File: config.mk
export PLATFORM = sky130hd
export DESIGN_NAME = wb_arbiter_flat
export DESIGN_NICKNAME = d
export VERILOG_FILES = /design/src/rtl/wb_arbiter_if.sv /design/src/rtl/wb_arbiter.sv /design/src/flat_wrapper.sv
export SDC_FILE = /design/constraint.sdc
export NUM_CORES = 1
export LEC_CHECK = 0
export CAP_MARGIN = 10
export CORE_MARGIN = 10
export CORE_UTILIZATION = 32
export DETAILED_ROUTE_END_ITERATION = 12
export HOLD_SLACK_MARGIN = 0.12
export PLACE_DENSITY = 0.8
export SLEW_MARGIN = 20
export SYNTH_ARGS = -nofsm -noshare
export SYNTH_HDL_FRONTEND = slang
export SYNTH_SLANG_ARGS = --single-unit
File: constraint.sdc
create_clock -name clk -period 3.1 [get_ports clk]
set_input_delay 0.93 -clock clk [delete_from_list [all_inputs] [get_ports clk]]
set_output_delay 0.93 -clock clk [all_outputs]
set_load 0.1 [all_outputs]
File: src/rtl/wb_arbiter_if.sv
// Pipelined 16-bit Wishbone port bundle.
// master drives the request, slave returns ack/stall/data.
interface wb_arbiter_if;
    logic        cyc;
    logic        stb;
    logic        we;
    logic [15:0] adr;
    logic [15:0] dat_w;
    logic [15:0] dat_r;
    logic        ack;
    logic        stall;

    modport master (
        output cyc, stb, we, adr, dat_w,
        input  dat_r, ack, stall
    );

    modport slave (
        input  cyc, stb, we, adr, dat_w,
        output dat_r, ack, stall
    );
endinterface

File: src/rtl/wb_arbiter.sv
// Two-master round-robin Wishbone arbiter with outstanding tracking
// and optional burst-limit preemption.
module wb_arbiter #(
    parameter int MAX_OUTSTANDING = 4,
    parameter int BURST_MAX       = 16
) (
    input  logic          clk,
    input  logic          rst,
    wb_arbiter_if.slave   m0,
    wb_arbiter_if.slave   m1,
    wb_arbiter_if.master  s
);
    localparam int CW = $clog2(MAX_OUTSTANDING + 1);
    localparam logic [CW-1:0] CNT_MAX = CW'(MAX_OUTSTANDING);

    typedef enum logic [1:0] {
        IDLE,
        OWN,
        DRAIN
    } state_t;

    state_t        state_q, state_d;
    logic          owner_q, owner_d;
    logic          last_q, last_d;
    logic [CW-1:0] cnt_q, cnt_d;
    logic [7:0]    burst_q, burst_d;

    logic own_cyc, own_stb, oth_cyc;
    logic full, preempt;
    logic stb_o, accept, ack_ok, own_stall;

    // Owner selection, limit flags and the slave-side request mux.
    always_comb begin
        own_cyc = owner_q ? m1.cyc : m0.cyc;
        own_stb = owner_q ? m1.stb : m0.stb;
        oth_cyc = owner_q ? m0.cyc : m1.cyc;
        full    = (cnt_q == CNT_MAX);
        // Once the burst budget is spent and the peer waits, no new strobes.
        preempt = (BURST_MAX != 0) && (int'(burst_q) >= BURST_MAX) && oth_cyc;

        stb_o   = 1'b0;
        s.cyc   = 1'b0;
        s.we    = 1'b0;
        s.adr   = '0;
        s.dat_w = '0;
        if (state_q != IDLE) begin
            s.cyc   = 1'b1;
            s.we    = owner_q ? m1.we : m0.we;
            s.adr   = owner_q ? m1.adr : m0.adr;
            s.dat_w = owner_q ? m1.dat_w : m0.dat_w;
            stb_o   = (state_q == OWN) && own_stb && !full && !preempt;
        end
        s.stb  = stb_o;
        accept = stb_o && !s.stall;
        ack_ok = s.ack && (state_q != IDLE) && (cnt_q != '0);
    end

    // Response routing: acks only to the owner, stalls to everyone else.
    always_comb begin
        own_stall = 1'b1;
        if (state_q == OWN) begin
            own_stall = s.stall | full | preempt;
        end
        m0.stall = m0.stb;
        m1.stall = m1.stb;
        if (state_q != IDLE) begin
            if (owner_q) begin
                m1.stall = own_stall;
            end else begin
                m0.stall = own_stall;
            end
        end
        m0.ack   = ack_ok && !owner_q;
        m1.ack   = ack_ok && owner_q;
        m0.dat_r = s.dat_r;
        m1.dat_r = s.dat_r;
    end

    // Next-state: grant, abort, preemption and drain bookkeeping.
    always_comb begin
        state_d = state_q;
        owner_d = owner_q;
        last_d  = last_q;
        cnt_d   = cnt_q + CW'(accept) - CW'(ack_ok);
        burst_d = burst_q;
        if (accept && burst_q != 8'hFF) begin
            burst_d = burst_q + 8'd1;
        end
        unique case (state_q)
            IDLE: begin
                if (m0.cyc || m1.cyc) begin
                    owner_d = (m0.cyc && m1.cyc) ? ~last_q : m1.cyc;
                    state_d = OWN;
                    cnt_d   = '0;
                    burst_d = '0;
                end
            end
            OWN: begin
                if (!own_cyc) begin
                    state_d = IDLE;
                    last_d  = owner_q;
                    cnt_d   = '0;
                end else if (preempt) begin
                    state_d = DRAIN;
                end
            end
            DRAIN: begin
                if (cnt_q == '0 || !own_cyc) begin
                    state_d = IDLE;
                    last_d  = owner_q;
                    cnt_d   = '0;
                end
            end
            default: begin
                state_d = IDLE;
            end
        endcase
    end

    // State registers; master 0 wins the first tie after reset.
    always_ff @(posedge clk or posedge rst) begin
        if (rst) begin
            state_q <= IDLE;
            owner_q <= 1'b0;
            last_q  <= 1'b1;
            cnt_q   <= '0;
            burst_q <= '0;
        end else begin
            state_q <= state_d;
            owner_q <= owner_d;
            last_q  <= last_d;
            cnt_q   <= cnt_d;
            burst_q <= burst_d;
        end
    end
endmodule
File: src/flat_wrapper.sv
// flat-port wrapper written by rule: the top's interface ports become plain ports
module wb_arbiter_flat 
#(
    parameter int MAX_OUTSTANDING = 4,
    parameter int BURST_MAX       = 16
)
  (clk, rst, m0_cyc, m0_stb, m0_we, m0_adr, m0_dat_w, m0_dat_r, m0_ack, m0_stall, m1_cyc, m1_stb, m1_we, m1_adr, m1_dat_w, m1_dat_r, m1_ack, m1_stall, s_cyc, s_stb, s_we, s_adr, s_dat_w, s_dat_r, s_ack, s_stall);
  wb_arbiter_if m0_i ();
  wb_arbiter_if m1_i ();
  wb_arbiter_if s_i ();
  input  logic clk;
  input  logic rst;
  input wire logic [$bits(m0_i.cyc)-1:0] m0_cyc;
  input wire logic [$bits(m0_i.stb)-1:0] m0_stb;
  input wire logic [$bits(m0_i.we)-1:0] m0_we;
  input wire logic [$bits(m0_i.adr)-1:0] m0_adr;
  input wire logic [$bits(m0_i.dat_w)-1:0] m0_dat_w;
  output wire logic [$bits(m0_i.dat_r)-1:0] m0_dat_r;
  output wire logic [$bits(m0_i.ack)-1:0] m0_ack;
  output wire logic [$bits(m0_i.stall)-1:0] m0_stall;
  input wire logic [$bits(m1_i.cyc)-1:0] m1_cyc;
  input wire logic [$bits(m1_i.stb)-1:0] m1_stb;
  input wire logic [$bits(m1_i.we)-1:0] m1_we;
  input wire logic [$bits(m1_i.adr)-1:0] m1_adr;
  input wire logic [$bits(m1_i.dat_w)-1:0] m1_dat_w;
  output wire logic [$bits(m1_i.dat_r)-1:0] m1_dat_r;
  output wire logic [$bits(m1_i.ack)-1:0] m1_ack;
  output wire logic [$bits(m1_i.stall)-1:0] m1_stall;
  output wire logic [$bits(s_i.cyc)-1:0] s_cyc;
  output wire logic [$bits(s_i.stb)-1:0] s_stb;
  output wire logic [$bits(s_i.we)-1:0] s_we;
  output wire logic [$bits(s_i.adr)-1:0] s_adr;
  output wire logic [$bits(s_i.dat_w)-1:0] s_dat_w;
  input wire logic [$bits(s_i.dat_r)-1:0] s_dat_r;
  input wire logic [$bits(s_i.ack)-1:0] s_ack;
  input wire logic [$bits(s_i.stall)-1:0] s_stall;
  assign m0_i.cyc = m0_cyc;
  assign m0_i.stb = m0_stb;
  assign m0_i.we = m0_we;
  assign m0_i.adr = m0_adr;
  assign m0_i.dat_w = m0_dat_w;
  assign m0_dat_r = m0_i.dat_r;
  assign m0_ack = m0_i.ack;
  assign m0_stall = m0_i.stall;
  assign m1_i.cyc = m1_cyc;
  assign m1_i.stb = m1_stb;
  assign m1_i.we = m1_we;
  assign m1_i.adr = m1_adr;
  assign m1_i.dat_w = m1_dat_w;
  assign m1_dat_r = m1_i.dat_r;
  assign m1_ack = m1_i.ack;
  assign m1_stall = m1_i.stall;
  assign s_cyc = s_i.cyc;
  assign s_stb = s_i.stb;
  assign s_we = s_i.we;
  assign s_adr = s_i.adr;
  assign s_dat_w = s_i.dat_w;
  assign s_i.dat_r = s_dat_r;
  assign s_i.ack = s_ack;
  assign s_i.stall = s_stall;
  wb_arbiter #(.MAX_OUTSTANDING(MAX_OUTSTANDING), .BURST_MAX(BURST_MAX)) u_core (.clk(clk), .rst(rst), .m0(m0_i), .m1(m1_i), .s(s_i));
endmodule
# Word-level counts from Yosys, hierarchy flattened

Index checks and enable logic that the tools add are counted.

Add/sub/neg operators: 3
$mul: 0
Div/mod/pow operators: 0
Magnitude comparators: 1
Equality and inequality tests: 8
Shift operators: 0
Muxes and demuxes: 32
Bitwise operators: 3
Reductions and logical operators: 26

Operators with widths:

| cell                                                                     | number |
|---|---|
| 16-bit two-way mux                                                       | 4 |
| 8-bit two-way mux                                                        | 3 |
| 1-bit two-way mux                                                        | 15 |
| 1-bit logical AND                                                        | 11 |
| 3-bit two-way mux                                                        | 3 |
| 3-bit case mux with 3 select lines                                       | 1 |
| 8-bit by 1-bit adder with 8-bit output (second input constant)           | 1 |
| 8-bit by 5-bit >= comparator with 1-bit output (second input constant)   | 1 |
| 2-bit two-way mux                                                        | 4 |
| 8-bit inequality test (second input constant)                            | 1 |
| 2-bit case mux with 3 select lines                                       | 1 |
| 3-bit AND reduction                                                      | 2 |
| 1-bit zero test                                                          | 5 |
| 2-bit by 1-bit inequality test with 1-bit output (second input constant) | 2 |
| 2-bit nonzero test                                                       | 2 |
| 3-bit by 1-bit adder with 3-bit output                                   | 1 |
| 3-bit == test (second input constant)                                    | 1 |
| 3-bit zero test                                                          | 1 |
| 3-bit inequality test (second input constant)                            | 1 |
| 3-bit nonzero test                                                       | 1 |
| 3-bit by 1-bit subtractor with 3-bit output                              | 1 |
| 2-bit by 1-bit == test with 1-bit output (second input constant)         | 1 |
| 2-bit == test (second input constant)                                    | 1 |
| 2-bit zero test                                                          | 1 |
| other kinds (6)                                                          | 8 |

Flip-flop bits (word level): 15
Latch bits: 0
Memory bits (writable): 0
Bits in read-only memories: 0
Bits of input ports: 90
Output and inout port bits: 71
Word-level logic and storage cells: 78
Memories: 0

# Depth between registers and ports, before layout

Word-level depth: 10
Gate-level depth with buffers: 12
Gate-level depth less buffers: 11

# Least setup slack after synthesis

No wires, ideal clock.

Path type: input -> output
Start point: in m1_stb
End point: out s_stb
Arrival: 3,601 ps
Required time: 2,170 ps
Slack: -1,431 ps
Cell stages on the path: 3
Path buffers: 0
Cells stage by stage: mux2i_1 > or2_2 > nor3b_1

Word-level cells in the longest chain between the ends: 5

Ends and longest elaborated chain:

| item                            | RTL line           | RTL |
|---|---|---|
| start, declared                 | flat_wrapper.sv:22 | `input wire logic [$bits(m1_i.stb)-1:0] m1_stb;` |
| 1-bit two-way mux               | wb_arbiter.sv:35   | `own_stb = owner_q ? m1.stb : m0.stb;` |
| 1-bit logical AND (3 in series) | wb_arbiter.sv:51   | `stb_o = (state_q == OWN) && own_stb && !full && !preempt;` |
| 1-bit two-way mux               | wb_arbiter.sv:46   | `if (state_q != IDLE) begin` |
| end, declared                   | flat_wrapper.sv:30 | `output wire logic [$bits(s_i.stb)-1:0] s_stb;` |

No other way between the ends.

# Worst setup path after layout

Start point: in s_ack
End point: out m0_ack

Word-level cells in the longest chain between the ends: 3

Ends and longest elaborated chain:

| item                            | RTL line           | RTL |
|---|---|---|
| start, declared                 | flat_wrapper.sv:35 | `input wire logic [$bits(s_i.ack)-1:0] s_ack;` |
| 1-bit logical AND (2 in series) | wb_arbiter.sv:55   | `ack_ok = s.ack && (state_q != IDLE) && (cnt_q != '0);` |
| 1-bit logical AND               | wb_arbiter.sv:73   | `m0.ack = ack_ok && !owner_q;` |
| end, declared                   | flat_wrapper.sv:19 | `output wire logic [$bits(m0_i.ack)-1:0] m0_ack;` |

No other way between the ends.

==> flow_summary.toml <==
[yosys]
synth_seq_cells = 15
syn_inst = 224
ys_types = 42
ys_seq_area_share_pct = 20.3
synthTopCellsByArea = "mux2i_1 21%, dfrtp_1 19%, buf_4 13%"
avgSynthCellArea_um2 = 8.27
synth.top_cell.area_share_pct = 21.1
yosys_warnings = 0
synth-edff-count = 0
syn_nets = 323
yosysTopAreaCell = "mux2i_1"
dominantRegCellSynth = "dfrtp_1"
async_flop_share_pct = 100
synth.cell_area_um2 = 1850

[clock_tree]
cts.clk_slew.worst_paths_ps = 70
cts_tree = "built"
clock-sinks = 15
cts_buffer_depth = 2
cts_buffers = 3
clk_latency_ps = 260
cts_root_buffer = "clkbuf_8"
htree_num_levels = 1

[worst_hold_path]
hold_start = "u_core.burst_q[2]"
hp-class = "reg -> reg"

[sta]
clock.fmax_mhz = 338
tightestPinTransition_ps = 625
min_period_ps = 2960
fin_ws_ps = 145
fin_crit_sh_pct = 95.3
relSlewSlack_pct = 57.9
rsz0062_at_grt = "false"
skew_ps = 6.22
setup_viol = 0
hold_viol = 0
final_max_slew_viol_count = 0
whs_ps = 513

[floorplan]
fp.dieArea_um2 = 9230
rows = 27
design.core.area_um2 = 5570
fp.dieW_um = 96.1
die_h_um = 96.1
start_util_pct = 33.2
io-pin-count = 161

[cells_and_area]
fillers = 445
postLayoutCoreUtil_pct = 60.3
final_common_cell = "clkdlybuf4s50_1"
nets = 409
n_antenna_cell = 0
multi_input_area_um2 = 1190
seqCellArea_um2 = 378
synthToLayoutAreaGrowth_pct = 81.6
mostFrequentLayoutCells = "69 x clkdlybuf4s50_1, 39 x nor2_1, 39 x buf_12"
final_cell_area_um2 = 3360
drive_gt1_share_pct = 23.9

[status]
outcome = "finished clean"

[drt]
drt_iter0_drc = 150
drt-total-wl_um = 7490
ant_nets = 0
vias = 1904
viasPerCell = 5.00
drc = 0
wire_per_inst_um = 19.7
dr.pass1.iters = 6

[critical_path]
arrival_ps = 2030
cp-start-kind = "input port"
path_class = "in -> out"
crit_fanout = 3
required_ps = 2170
cp-startpoint = "s_ack"
worstSetupEndpointType = "output port"
r2r-start = "u_core.state_q[0]"

[global_routing]
grt_pass1_vias = 1882
overflow = 0
grt_max_degree = 25
grtUsageTotal_pct = 15.2
grt_pass1_wl_um = 10900
antenna_found_initial = 0

[flow_run]
drv_cap = 0

[placed_design]
dp.final_hpwl_um = 6330
place.port_buffers = 112
place_ws_ps = -172
placed_area_um2 = 3280
place_congestion = 0.879

[power_and_ir_drop]
p_leak_nw = 1.51
swShare_pct = 61.2
clockPowerShare_pct = 3.9
p_int_w = 0.00170
ir_worst_vdd_mv = 0.716
power_density_nw_per_um2 = 1300
p_sw_w = 0.00268
p_comb_share_pct = 88.9
power_frac_seq_pct = 7.2
[registers in the layout, summed over array words and instances (netlist names)]
register / count
u_core.burst_q: 8
u_core.cnt_q: 3
u_core.state_q: 2
u_core.last_q: 1
u_core.owner_q: 1
[worst paths after layout]
kind                                     end  depth (start not counted)  slack (ps)
setup / recovery                      m0_ack                          4         140
hold / removal             u_core.burst_q[2]                          1         510
setup reg to reg             u_core.cnt_q[2]                         11         400
hold reg to reg            u_core.burst_q[2]                          1         510
max in group asynchronous     u_core.owner_q                          2        1670
min in group asynchronous    u_core.cnt_q[1]                          2        1020
[synthesized netlist by cell type, types with 2 or more instances]
library cell  instances
buf_6                 2
nand3_1               5
buf_2                 6
o21ai_0               6
and2_1                4
ha_1                  8
a21oi_1               9
nor3b_1               2
inv_1                12
xnor2_1               2
buf_4                32
dfrtp_1              14
clkbuf_1              3
nor2_1               39
nand2_1              10
nand4_1               4
a31oi_1               2
mux2i_1              39
mux2_2                2
[worst max-delay path, cell delays in order]
cell	delay, ps
clkdlybuf4s50_1	470
o311a_1	250
nor2b_4	190
buf_12	180
[metal layers]
layer | up-vias | track usage (%) | share of wire [%]
met4 | 0 | 3.32 | 0.73
met2 | 122 | 27.9 | 51
met1 | 857 | 16.3 | 37
li1 | 916 | - | -
met5 | - | 0 | 0
met3 | 9 | 5.21 | 11
[repair_timing]
action                                 in CTS  in global routing
endpoints found under the hold margin       0                  0
hold buffers                                0                  0
resized for setup                           7                  3
pin swaps                                   2                  1
buffers inserted                            1                  0
setup endpoints to repair                   3                  1
[cells by family after synthesis]
kind of cell	synth area share, %
simple gates	19.6
buf+inv	18.9
mux	22.3
compound gates	11.5
flops	20.3
fa+ha+maj	6.49
xor+xnor	0.946
[cell type report]
cell class                 instances  area share [%]
multi-input combinational        154            35.5
timing repair buffer             124            47.7
sequential                        15            11.2
clock buffer                       3            1.23
tap                               72            2.68
clock inverter                     1           0.149
inverter                          12            1.45
[metrics by stage]
stage,instances,total power [W],setup TNS (ps)
floorplan,224,0.00299,-8870
global placement,376,0.00415,-276
detailed placement,376,0.00419,-375
CTS,381,0.00439,-61.2
global route,381,0.00451,0
finish,381,0.00437,0
[power groups by stage]
stage / combinational [W] / sequential [W] / clock [W]
3_3_place_gp: 0.00384 / 0.000309 / 0
2_1_floorplan: 0.00272 / 0.000275 / 0
3_5_place_dp: 0.00387 / 0.000313 / 0
6_report: 0.00389 / 0.000315 / 0.000170
4_1_cts: 0.00390 / 0.000312 / 0.000174
5_1_grt: 0.00400 / 0.000324 / 0.000181
Note: power is estimated with default switching activity, not from simulation.
